**src/rtl/arith_pkg.sv**
```systemverilog
// Shared arithmetic-lab definitions: sequencer state encoding and default datapath width.
package arith_pkg;

  localparam int unsigned ARITH_WIDTH = 8;

  typedef enum logic [1:0] {
    StIdle,
    StRun,
    StDone
  } sub_state_t;

endpackage

```
**src/rtl/full_subtractor.sv**
```systemverilog
// Combinational 1-bit full-subtractor cell: d = x - y - bin, with borrow out.
module full_subtractor (
  input  logic x,
  input  logic y,
  input  logic bin,
  output logic d,
  output logic bout
);

  always_comb begin
    d    = x ^ y ^ bin;
    bout = (~x & y) | (~(x ^ y) & bin);
  end

endmodule

```
**src/rtl/serial_subtractor.sv**
```systemverilog
// Bit-serial a - b using one full-subtractor cell, LSB first, one bit per clock.
// Optional macro SERIAL_SUB_SATURATE_EN clamps the difference to 0 when a < b.
module serial_subtractor
  import arith_pkg::*;
#(
  parameter int unsigned WIDTH = ARITH_WIDTH
) (
  input  logic             clk,
  input  logic             reset,
  input  logic             start,
  input  logic [WIDTH-1:0] a,
  input  logic [WIDTH-1:0] b,
  output logic             busy,
  output logic             done,
  output logic [WIDTH-1:0] c,
  output logic             borrow
);

  localparam int unsigned CntW = (WIDTH > 1) ? $clog2(WIDTH) : 1;
  localparam logic [CntW-1:0] LastBit = CntW'(WIDTH - 1);

  sub_state_t       state_q, state_d;
  logic [WIDTH-1:0] a_q, a_d;
  logic [WIDTH-1:0] b_q, b_d;
  logic [WIDTH-1:0] c_q, c_d;
  logic [CntW-1:0]  cnt_q, cnt_d;
  logic             bin_q, bin_d;
  logic             borrow_q, borrow_d;
  logic             done_q, done_d;
  logic             diff, bout;

  full_subtractor u_fs (
    .x    (a_q[cnt_q]),
    .y    (b_q[cnt_q]),
    .bin  (bin_q),
    .d    (diff),
    .bout (bout)
  );

  always_comb begin
    state_d  = state_q;
    a_d      = a_q;
    b_d      = b_q;
    c_d      = c_q;
    cnt_d    = cnt_q;
    bin_d    = bin_q;
    borrow_d = borrow_q;
    done_d   = 1'b0;
    unique case (state_q)
      StIdle: begin
        if (start) begin
          a_d     = a;
          b_d     = b;
          c_d     = '0;
          cnt_d   = '0;
          bin_d   = 1'b0;
          state_d = StRun;
        end
      end
      StRun: begin
        // Difference bits enter at the MSB so bit 0 lands at the LSB after WIDTH shifts.
        c_d   = {diff, c_q[WIDTH-1:1]};
        bin_d = bout;
        cnt_d = cnt_q + CntW'(1);
        if (cnt_q == LastBit) begin
          borrow_d = bout;
          done_d   = 1'b1;
          state_d  = StDone;
`ifdef SERIAL_SUB_SATURATE_EN
          if (bout) begin
            c_d = '0;
          end
`endif
        end
      end
      StDone: begin
        state_d = StIdle;
      end
      default: begin
        state_d = StIdle;
      end
    endcase
  end

  always_ff @(posedge clk) begin
    if (reset) begin
      state_q  <= StIdle;
      a_q      <= '0;
      b_q      <= '0;
      c_q      <= '0;
      cnt_q    <= '0;
      bin_q    <= 1'b0;
      borrow_q <= 1'b0;
      done_q   <= 1'b0;
    end else begin
      state_q  <= state_d;
      a_q      <= a_d;
      b_q      <= b_d;
      c_q      <= c_d;
      cnt_q    <= cnt_d;
      bin_q    <= bin_d;
      borrow_q <= borrow_d;
      done_q   <= done_d;
    end
  end

  always_comb begin
    busy   = (state_q != StIdle);
    done   = done_q;
    c      = c_q;
    borrow = borrow_q;
  end

endmodule
```
**config.mk**
```make
export PLATFORM = sky130hd
export DESIGN_NAME = serial_subtractor
export DESIGN_NICKNAME = d
export VERILOG_FILES = /design/src/rtl/arith_pkg.sv /design/src/rtl/full_subtractor.sv /design/src/rtl/serial_subtractor.sv
export SDC_FILE = /design/constraint.sdc
export NUM_CORES = 1
export LEC_CHECK = 0
export CAP_MARGIN = 20
export CORE_MARGIN = 3
export CORE_UTILIZATION = 49
export CTS_CLUSTER_SIZE = 25
export DETAILED_ROUTE_END_ITERATION = 10
export GPL_ROUTABILITY_DRIVEN = 0
export PLACE_DENSITY_LB_ADDON = 0.12
export SLEW_MARGIN = 10
export SYNTH_ARGS = -nofsm -noshare
export SYNTH_HDL_FRONTEND = slang
export SYNTH_HIERARCHICAL = 1
export SYNTH_SLANG_ARGS = --single-unit
```
**constraint.sdc**
```tcl
create_clock -name clk -period 2.43 [get_ports clk]
set_input_delay 0.3645 -clock clk [delete_from_list [all_inputs] [get_ports clk]]
set_output_delay 0.3645 -clock clk [all_outputs]
set_load 0.005 [all_outputs]
```
==> results of run 1 <==
## cell families after synthesis
| kind of cell | Yosys count | share of synthesized area (%) |
|---|---|---|
| AOI/OAI and AO/OA | 30 | 11.46 |
| buffers and inverters | 13 | 5.069 |
| muxes | 6 | 9.577 |
| and+or+nand+nor | 67 | 22.44 |
| DFF | 32 | 48.07 |
| adders and majority gates | 3 | 3.380 |
## power by group through the flow
stage	Combinational (W)	Sequential, W	Clock [W]
after floorplan	0.0000820	0.000566	0
after global routing	0.000138	0.000563	0.000344
final	0.000125	0.000560	0.000310
after global placement	0.000121	0.000571	0
after CTS	0.000126	0.000560	0.000324
after detailed placement	0.000125	0.000572	0
## registers in the layout, indices dropped and copies added, names as in the netlist
| name | flops |
|---|---|
| a_q | 8 |
| state_q | 2 |
| cnt_q | 3 |
| b_q | 8 |
| borrow | 1 |
| done | 1 |
| bin_q | 1 |
| c | 8 |
## worst reg2reg max path: cells and delay by family (launching register included)
| family | cells | cell delay, ns |
|---|---|---|
| flops | 1 | 0.48 |
| compound gates | 1 | 0.14 |
| fa+ha+maj | 1 | 0.51 |
| simple gates | 1 | 0.05 |
| mux | 2 | 0.89 |
## Yosys cell counts, types with 2 or more instances
cell type and n:
dfxtp_1 32, a21oi_1 29, mux4_1 4, inv_1 3
nand3_1 13, buf_6 2, nand2_1 44, nor2_1 3
ha_1 2, buf_2 3, clkbuf_1 4, mux2_2 2
## metrics by stage
step / setup slack (ns) / power, W / util, % / instance area, um^2 / std cells
2_1_floorplan: 0.4535 / 0.0006479 / - / 1333 / 151
3_3_place_gp: 0.3765 / 0.0006921 / 64.48 / 1627 / 203
3_5_place_dp: 0.2734 / 0.0006971 / 64.48 / 1627 / 203
4_1_cts: 0.2618 / 0.001010 / 66.82 / 1685 / 211
5_1_grt: 0.1902 / 0.001045 / 66.82 / 1685 / 211
6_report: 0.2918 / 0.0009940 / 66.82 / 1685 / 211
## final cells by class
| type | count | area [um^2] | share of cell area, % |
|---|---|---|---|
| Inverter | 3 | 11.26 | 0.6682 |
| Timing Repair Buffer | 32 | 312.8 | 18.56 |
| Sequential cell | 32 | 640.6 | 38.01 |
| Clock buffer | 8 | 58.81 | 3.489 |
| Multi-Input combinational cell | 106 | 624.3 | 37.05 |
| Tap cell | 30 | 37.54 | 2.227 |
## metal layers
| layer | global-route usage, % | vias to the layer above |
|---|---|---|
| met5 | 0 | - |
| met2 | 29.19 | 27 |
| li1 | - | 569 |
| met4 | 7.947 | 0 |
| met3 | 7.350 | 6 |
| met1 | 18.21 | 498 |
## worst min path at each step
stage | end | depth (start not counted) | slack, ns | startpoint
after floorplan | a_q[6]$_SDFFE_PP0P_ | 2 | 0.43 | a_q[6]$_SDFFE_PP0P_
after global placement | a_q[1]$_SDFFE_PP0P_ | 2 | 0.44 | a_q[1]$_SDFFE_PP0P_
after detailed placement | b_q[5]$_SDFFE_PP0P_ | 2 | 0.45 | b_q[5]$_SDFFE_PP0P_
after CTS | b_q[5]$_SDFFE_PP0P_ | 2 | 0.46 | b_q[5]$_SDFFE_PP0P_
after global routing | b_q[2]$_SDFFE_PP0P_ | 2 | 0.48 | b_q[2]$_SDFFE_PP0P_
final | b_q[5]$_SDFFE_PP0P_ | 2 | 0.46 | b_q[5]$_SDFFE_PP0P_
==> flow_summary.ini, run 1 <==
[logic_synthesis]
ys_async_sr_fraction_pct = 0
yosysWarnings = 6
syn_nets = 173
ys_types = 22
syn-cell-area_um2 = 1333
synthTopCellsByArea = dfxtp_1, nand2_1, a21oi_1
netlist.area_leader.share_pct = 48.08
ys_ff_latch = 32
syn_inst = 151
synth_edf_count = 0
avgSynthCellArea_um2 = 8.825
synth_seq_area_share_pct = 48.08
synthFlopType = dfxtp_1
yosysTopAreaCell = dfxtp_1

[global_route]
grt_max_degree = 30
grt_use_total_pct = 17.13
grt_pass1_vias = 1037
grt_pass1_wl_um = 4347
overflow = 0
antenna_found_initial = 0

[route]
drtIter0Drc = 53
drc = 0
drtAntennaViolNets = 0
wl_met3_um = 165
routed_via_density = 5.213
dr.pass1.iters = 4
dr_wl_met2_um = 1257
via_count = 1100
maxUsedRoutingLayer = met4
post_drt_wl_per_cell_um = 12.35
met1_length_um = 1128
drt-total-wl_um = 2606

[critical_path]
path_depth = 5
critical_path.slowest_cell = mux4_1
crit_type = flip-flop to flip-flop
path_buf_inv = 0
path_cells = mux4_1 > mux2_2 > fa_1 > nand2_1 > a21oi_1
crit_start = cnt_q[0]$_SDFFE_PP0P_
critPathCapture = c[7]$_SDFFE_PP0P_
crit_required_ns = 2.70
arrival_ns = 2.41
critPathMaxFanout = 7
r2r_setup_slack_ns = 0.29
end_kind = flip-flop
crit_path_start_kind = flip-flop
r2r_end = c[7]$_SDFFE_PP0P_
rr_worst_depth = 5
cp_slowest_stage_delay_ns = 0.59
crit_family = multiplexers
r2r-start = cnt_q[0]$_SDFFE_PP0P_

[floorplanning]
core.rowCount = 18
die_area_um2 = 3381
top_level_ports = 30
dieWidth_um = 58.15
fp.dieH_um = 58.15
core_area_um2 = 2522
start_util_pct = 52.83

[clocking]
cts_setup_buffers = 0
cts_tree = done
post_cts_resized = 0
clk_latency_ns = 0.33
cts_hold_buf = 0
clock-sinks = 32
cts.path.max_buffers = 2
htreeDepth = 2
numCtsBuffers = 5
clk_pin_slew_ns = 0.09
clock_tree.root_cell = clkbuf_4

[power]
pwr-share-comb_pct = 12.5
p_sw_share_pct = 24.24
power.leakage_nw = 0.6315
power_density_nw_per_um2 = 589.8
netSwitchingPower_w = 0.0002410
peakVddDrop_mv = 0.4813
internal_power_w = 0.0007530
seq_power_share_pct = 56.3
p_clk_share_pct = 31.1

[outcome]
status = completed

[final_layout]
diodes = 0
area_growth_pct = 26.48
final_layout_size_suffix_gt1_share_pct = 7.735
final_common_cell = nand2_1
fillers = 225
layout_common_cells = nand2_1, dfxtp_1, a21oi_1, clkdlybuf4s50_1, nand3_1
nets = 202

[sta]
relSlewSlack_pct = 66.17
clock.fmax_mhz = 467.7
hold_slack_ns = 0.4570
final-setup-viol-count = 0
period_minus_slack_ns = 2.138
setup_tns_ns = 0
rsz0062_at_grt = false
period_share_pct = 87.99
report.final.slew_viol_count = 0
finalClockSkew_ns = 0.008178
tightest_slew_ns = 0.5075
hold_violations = 0

[place]
dp_hpwl_um = 1789
portBuffers = 29

[hold_path]
hp-class = flip-flop to flip-flop

[run]
max_cap_violations = 0
No activity file was read; power rests on OpenSTA's default activity.
==> run 2, diff against run 1 <==
clock period = 2.45 ns   (was 2.43 ns; I/O delays follow)
==> run 2 against run 1 <==
  * Sequential share of layout area stayed put
  * Register-to-register slack barely moved
  * Non-clock buffer count stayed put
  * Critical path depth stayed put
  * Utilization unchanged
  * Clock skew fell by 0.0029 ns
  * Maximum frequency is 1.1% lower
  * Via count shrank 0.18%
  * Flip-flop and latch count stayed put
  * Worst setup slack got worse by 0.0033 ns
  * Combinational power barely moved
  * Cell count is the same
  * Highest routed layer unchanged
==> flow_summary.ini, run 2 (same netlist as run 1, synthesis figures left out) <==
[final_layout]
final_layout_size_suffix_gt1_share_pct = 7.735
multi_input_area_um2 = 624.3
final_common_cell = nand2_1
nets = 202
layout_common_cells = nand2_1, dfxtp_1, a21oi_1, clkdlybuf4s50_1, nand3_1
fillers = 224
regArea_um2 = 640.6
area_growth_pct = 26.48
diodes = 0

[critical_path]
crit_start = cnt_q[0]$_SDFFE_PP0P_
critical_path.slowest_cell = mux4_1
cp_slowest_stage_delay_ns = 0.60
critPathMaxFanout = 7
arrival_ns = 2.42
crit_path_start_kind = flip-flop
path_cells = mux4_1 > mux2_2 > fa_1 > nand2_1 > a21oi_1
crit_required_ns = 2.71
crit_type = flip-flop to flip-flop
r2r-start = cnt_q[0]$_SDFFE_PP0P_
end_kind = flip-flop

[route]
drtIter0Drc = 42
met1_length_um = 1155
post_drt_wl_per_cell_um = 12.21
via_count = 1098
drtAntennaViolNets = 0
dr.pass1.iters = 5
maxUsedRoutingLayer = met4
dr_wl_met2_um = 1224
drc = 0
drt-total-wl_um = 2577
wl_met3_um = 155
routed_via_density = 5.204

[floorplanning]
core.rowCount = 18
die_area_um2 = 3381
fp.dieH_um = 58.15
start_util_pct = 52.83
top_level_ports = 30
dieWidth_um = 58.15
core_area_um2 = 2522

[place]
dp_hpwl_um = 1802
portBuffers = 29

[hold_path]
hold_path_startpoint = b_q[5]$_SDFFE_PP0P_
hp-class = flip-flop to flip-flop

[clocking]
clk_pin_slew_ns = 0.09
clock_tree.root_cell = clkbuf_4
numCtsBuffers = 5
clock-sinks = 32
cts_tree = done
clk_latency_ns = 0.32
post_cts_resized = 0
cts.path.max_buffers = 2
cts_setup_buffers = 0
htreeDepth = 2
cts_hold_buf = 0

[sta]
relSlewSlack_pct = 66.08
hold_violations = 0
tightest_slew_ns = 0.5089
report.final.slew_viol_count = 0
period_minus_slack_ns = 2.161
clock.fmax_mhz = 462.7
finalClockSkew_ns = 0.005273
final-setup-viol-count = 0
rsz0062_at_grt = false
period_share_pct = 88.22
setup_tns_ns = 0

[power]
peakVddDrop_mv = 0.4305
power_density_nw_per_um2 = 584.6
total_power_w = 0.0009854
power.leakage_nw = 0.6315

[global_route]
grt_max_degree = 30
antenna_found_initial = 0
grt_pass1_vias = 1040
overflow = 0
grt_use_total_pct = 16.96
grt_pass1_wl_um = 4360

[run]
max_cap_violations = 0

[outcome]
status = completed
[run 2: cell counts in the layout (fill, tap and decap cells not counted)]
No cell type changed its count.
[run 2: where the power goes]
group | switching (W) | internal, W | leakage [nW] | total, W
clock | 0.000164 | 0.000142 | 0.0326 | 0.000306
combinational | 0.0000590 | 0.0000649 | 0.338 | 0.000124
sequential | 0.0000148 | 0.000541 | 0.261 | 0.000556
total | 0.000238 | 0.000747 | 0.631 | 0.000985
[run 2: worst max-delay path, delay by kind of cell, from the launching register on]
family,cells,cell delay [ns]
adders and majority gates,1,0.51
DFF,1,0.49
muxes,2,0.89
AOI/OAI and AO/OA,1,0.15
and+or+nand+nor,1,0.05
[run 2: path summary, 6_finish.rpt]
kind	end	slack, ns	cells past startpoint
setup / recovery	c[7]$_SDFFE_PP0P_	0.29	5
hold / removal	b_q[5]$_SDFFE_PP0P_	0.46	2
setup reg to reg	c[7]$_SDFFE_PP0P_	0.29	5
hold reg to reg	b_q[5]$_SDFFE_PP0P_	0.46	2
[run 2: final cells by class]
cell class / instances / share of cell area [%]
clock buffers: 8 / 3.489
multi-input cells: 106 / 37.05
well taps: 30 / 2.227
flip-flops and latches: 32 / 38.01
inverters: 3 / 0.6682
repair buffers: 32 / 18.56
[run 2: layer usage]
layer	GRT usage, %	up-vias
met5	0	-
met2	28.55	35
met4	9.934	0
li1	-	565
met1	18.96	493
met3	4.900	5
[run 2: per-stage QoR]
| step | area (um^2) | worst slack [ns] | util (%) | hold WS (ns) | cells |
|---|---|---|---|---|---|
| final | 1685 | 0.2886 | 66.82 | 0.4580 | 211 |
| after global routing | 1685 | 0.1557 | 66.82 | 0.4848 | 211 |
| after CTS | 1685 | 0.2737 | 66.82 | 0.4601 | 211 |
| after detailed placement | 1627 | 0.2825 | 64.48 | 0.4477 | 203 |
| after global placement | 1627 | 0.3966 | 64.48 | 0.4443 | 203 |
| after floorplan | 1333 | 0.4735 | - | 0.4256 | 151 |
==> run 3, diff against run 2 <==
clock period = 2.35 ns   (was 2.45 ns; I/O delays follow)
==> run 3 against run 2 <==
  * Critical path type unchanged
  * Combinational power grew 4%
  * Clock power grew 6%
  * Worst hold slack is essentially flat
  * Critical endpoint unchanged
==> flow_summary.ini, run 3 (same netlist as run 1, synthesis figures left out) <==
[outcome]
status = completed

[final_layout]
area_growth_pct = 26.48
fin_cells = 211
fin_util_pct = 66.82
fillers = 223
final_common_cell = nand2_1
layout_common_cells = nand2_1, dfxtp_1, a21oi_1, clkdlybuf4s50_1, nand3_1
nets = 202
diodes = 0
final_layout_size_suffix_gt1_share_pct = 7.735

[global_route]
grt_pass1_wl_um = 4560
top_usage_layer = met2
grt_util_met2_pct = 30.32
overflow = 0
antenna_found_initial = 0
grt_max_degree = 30
use_met3_pct = 6.682
grt_pass1_vias = 1095
use_met1_pct = 19.61
grt_use_total_pct = 17.88

[clocking]
cts_hold_buf = 0
clock-sinks = 32
numCtsBuffers = 5
clk_latency_ns = 0.33
cts.path.max_buffers = 2
htreeDepth = 2
cts_setup_buffers = 0
clock_tree.root_cell = clkbuf_4
clk_pin_slew_ns = 0.09
post_cts_resized = 0
cts_tree = done

[critical_path]
rr_worst_depth = 5
end_kind = flip-flop
r2r_end = c[7]$_SDFFE_PP0P_
critPathMaxFanout = 7
arrival_ns = 2.42
crit_type = flip-flop to flip-flop
crit_path_start_kind = flip-flop
crit_required_ns = 2.61
r2r_setup_slack_ns = 0.19
r2r-start = cnt_q[0]$_SDFFE_PP0P_

[sta]
rsz0062_at_grt = false
report.final.slew_viol_count = 0
setup_tns_ns = 0
clock.fmax_mhz = 463.2
period_share_pct = 91.86
tightest_slew_ns = 0.5034
finalClockSkew_ns = 0.006576
period_minus_slack_ns = 2.159
hold_violations = 0
final-setup-viol-count = 0
relSlewSlack_pct = 66.44
hold_slack_ns = 0.4580

[power]
power_density_nw_per_um2 = 611.6
power.leakage_nw = 0.6315
peakVddDrop_mv = 0.5014
total_power_w = 0.001031

[place]
placed_cells = 203
dp_hpwl_um = 1803
portBuffers = 29

[floorplanning]
die_area_um2 = 3381
dieWidth_um = 58.15
start_util_pct = 52.83
top_level_ports = 30
core_area_um2 = 2522
fp.dieH_um = 58.15
core.rowCount = 18

[hold_path]
whs_path_depth = 2
hold_path_startpoint = a_q[2]$_SDFFE_PP0P_
hp-class = flip-flop to flip-flop
min_to = a_q[2]$_SDFFE_PP0P_

[route]
routed_via_density = 5.265
drtIter0Drc = 31
via_count = 1111
dr.pass1.iters = 5
post_drt_wl_per_cell_um = 12.29
drtAntennaViolNets = 0
drc = 0
drt-total-wl_um = 2593

[run]
max_cap_violations = 0
## run 3: cell counts in the layout (fill, tap and decap cells not counted)
No cell type changed its count.
## run 3: worst max-delay path by stage
| stage | from | end | slack, ns | depth (start not counted) |
|---|---|---|---|---|
| finish | cnt_q[0]$_SDFFE_PP0P_ | c[7]$_SDFFE_PP0P_ | 0.19 | 5 |
| global route | cnt_q[0]$_SDFFE_PP0P_ | bin_q$_SDFFE_PP0P_ | 0.12 | 6 |
| CTS | cnt_q[0]$_SDFFE_PP0P_ | c[7]$_SDFFE_PP0P_ | 0.18 | 5 |
| detailed placement | cnt_q[0]$_SDFFE_PP0P_ | c[7]$_SDFFE_PP0P_ | 0.19 | 5 |
| global placement | cnt_q[0]$_SDFFE_PP0P_ | c[7]$_SDFFE_PP0P_ | 0.30 | 5 |
| floorplan | cnt_q[0]$_SDFFE_PP0P_ | c[7]$_SDFFE_PP0P_ | 0.37 | 6 |
## run 3: layer usage
layer,vias up,part of all wire (%)
met5,-,0
li1,566,-
met3,5,6.2
met4,0,1.2
met2,34,49
met1,506,43
## run 3: cell type report
| cell class | instances | area (um^2) | area share [%] |
|---|---|---|---|
| clock buffer | 8 | 58.81 | 3.489 |
| inverter | 3 | 11.26 | 0.6682 |
| multi-input combinational | 106 | 624.3 | 37.05 |
| sequential | 32 | 640.6 | 38.01 |
| tap | 30 | 37.54 | 2.227 |
| timing repair buffer | 32 | 312.8 | 18.56 |
## run 3: where the power goes
part | switching [W] | internal [W] | total (W)
Clock | 0.000176 | 0.000148 | 0.000323
Sequential | 0.0000151 | 0.000564 | 0.000579
Combinational | 0.0000612 | 0.0000675 | 0.000129
Total | 0.000252 | 0.000779 | 0.00103
## run 3: worst max-delay path, cell delays in order, from the launching register on
cell	delay, ns
dfxtp_1	0.48
mux4_1	0.60
mux2_2	0.29
fa_1	0.51
nand2_1	0.05
a21oi_1	0.17
## run 3: stage by stage
| step | setup WS [ns] | area, um^2 |
|---|---|---|
| 6_report | 0.1913 | 1685 |
| 3_5_place_dp | 0.1886 | 1627 |
| 3_3_place_gp | 0.2954 | 1627 |
| 2_1_floorplan | 0.3735 | 1333 |
| 4_1_cts | 0.1764 | 1685 |
| 5_1_grt | 0.1188 | 1685 |
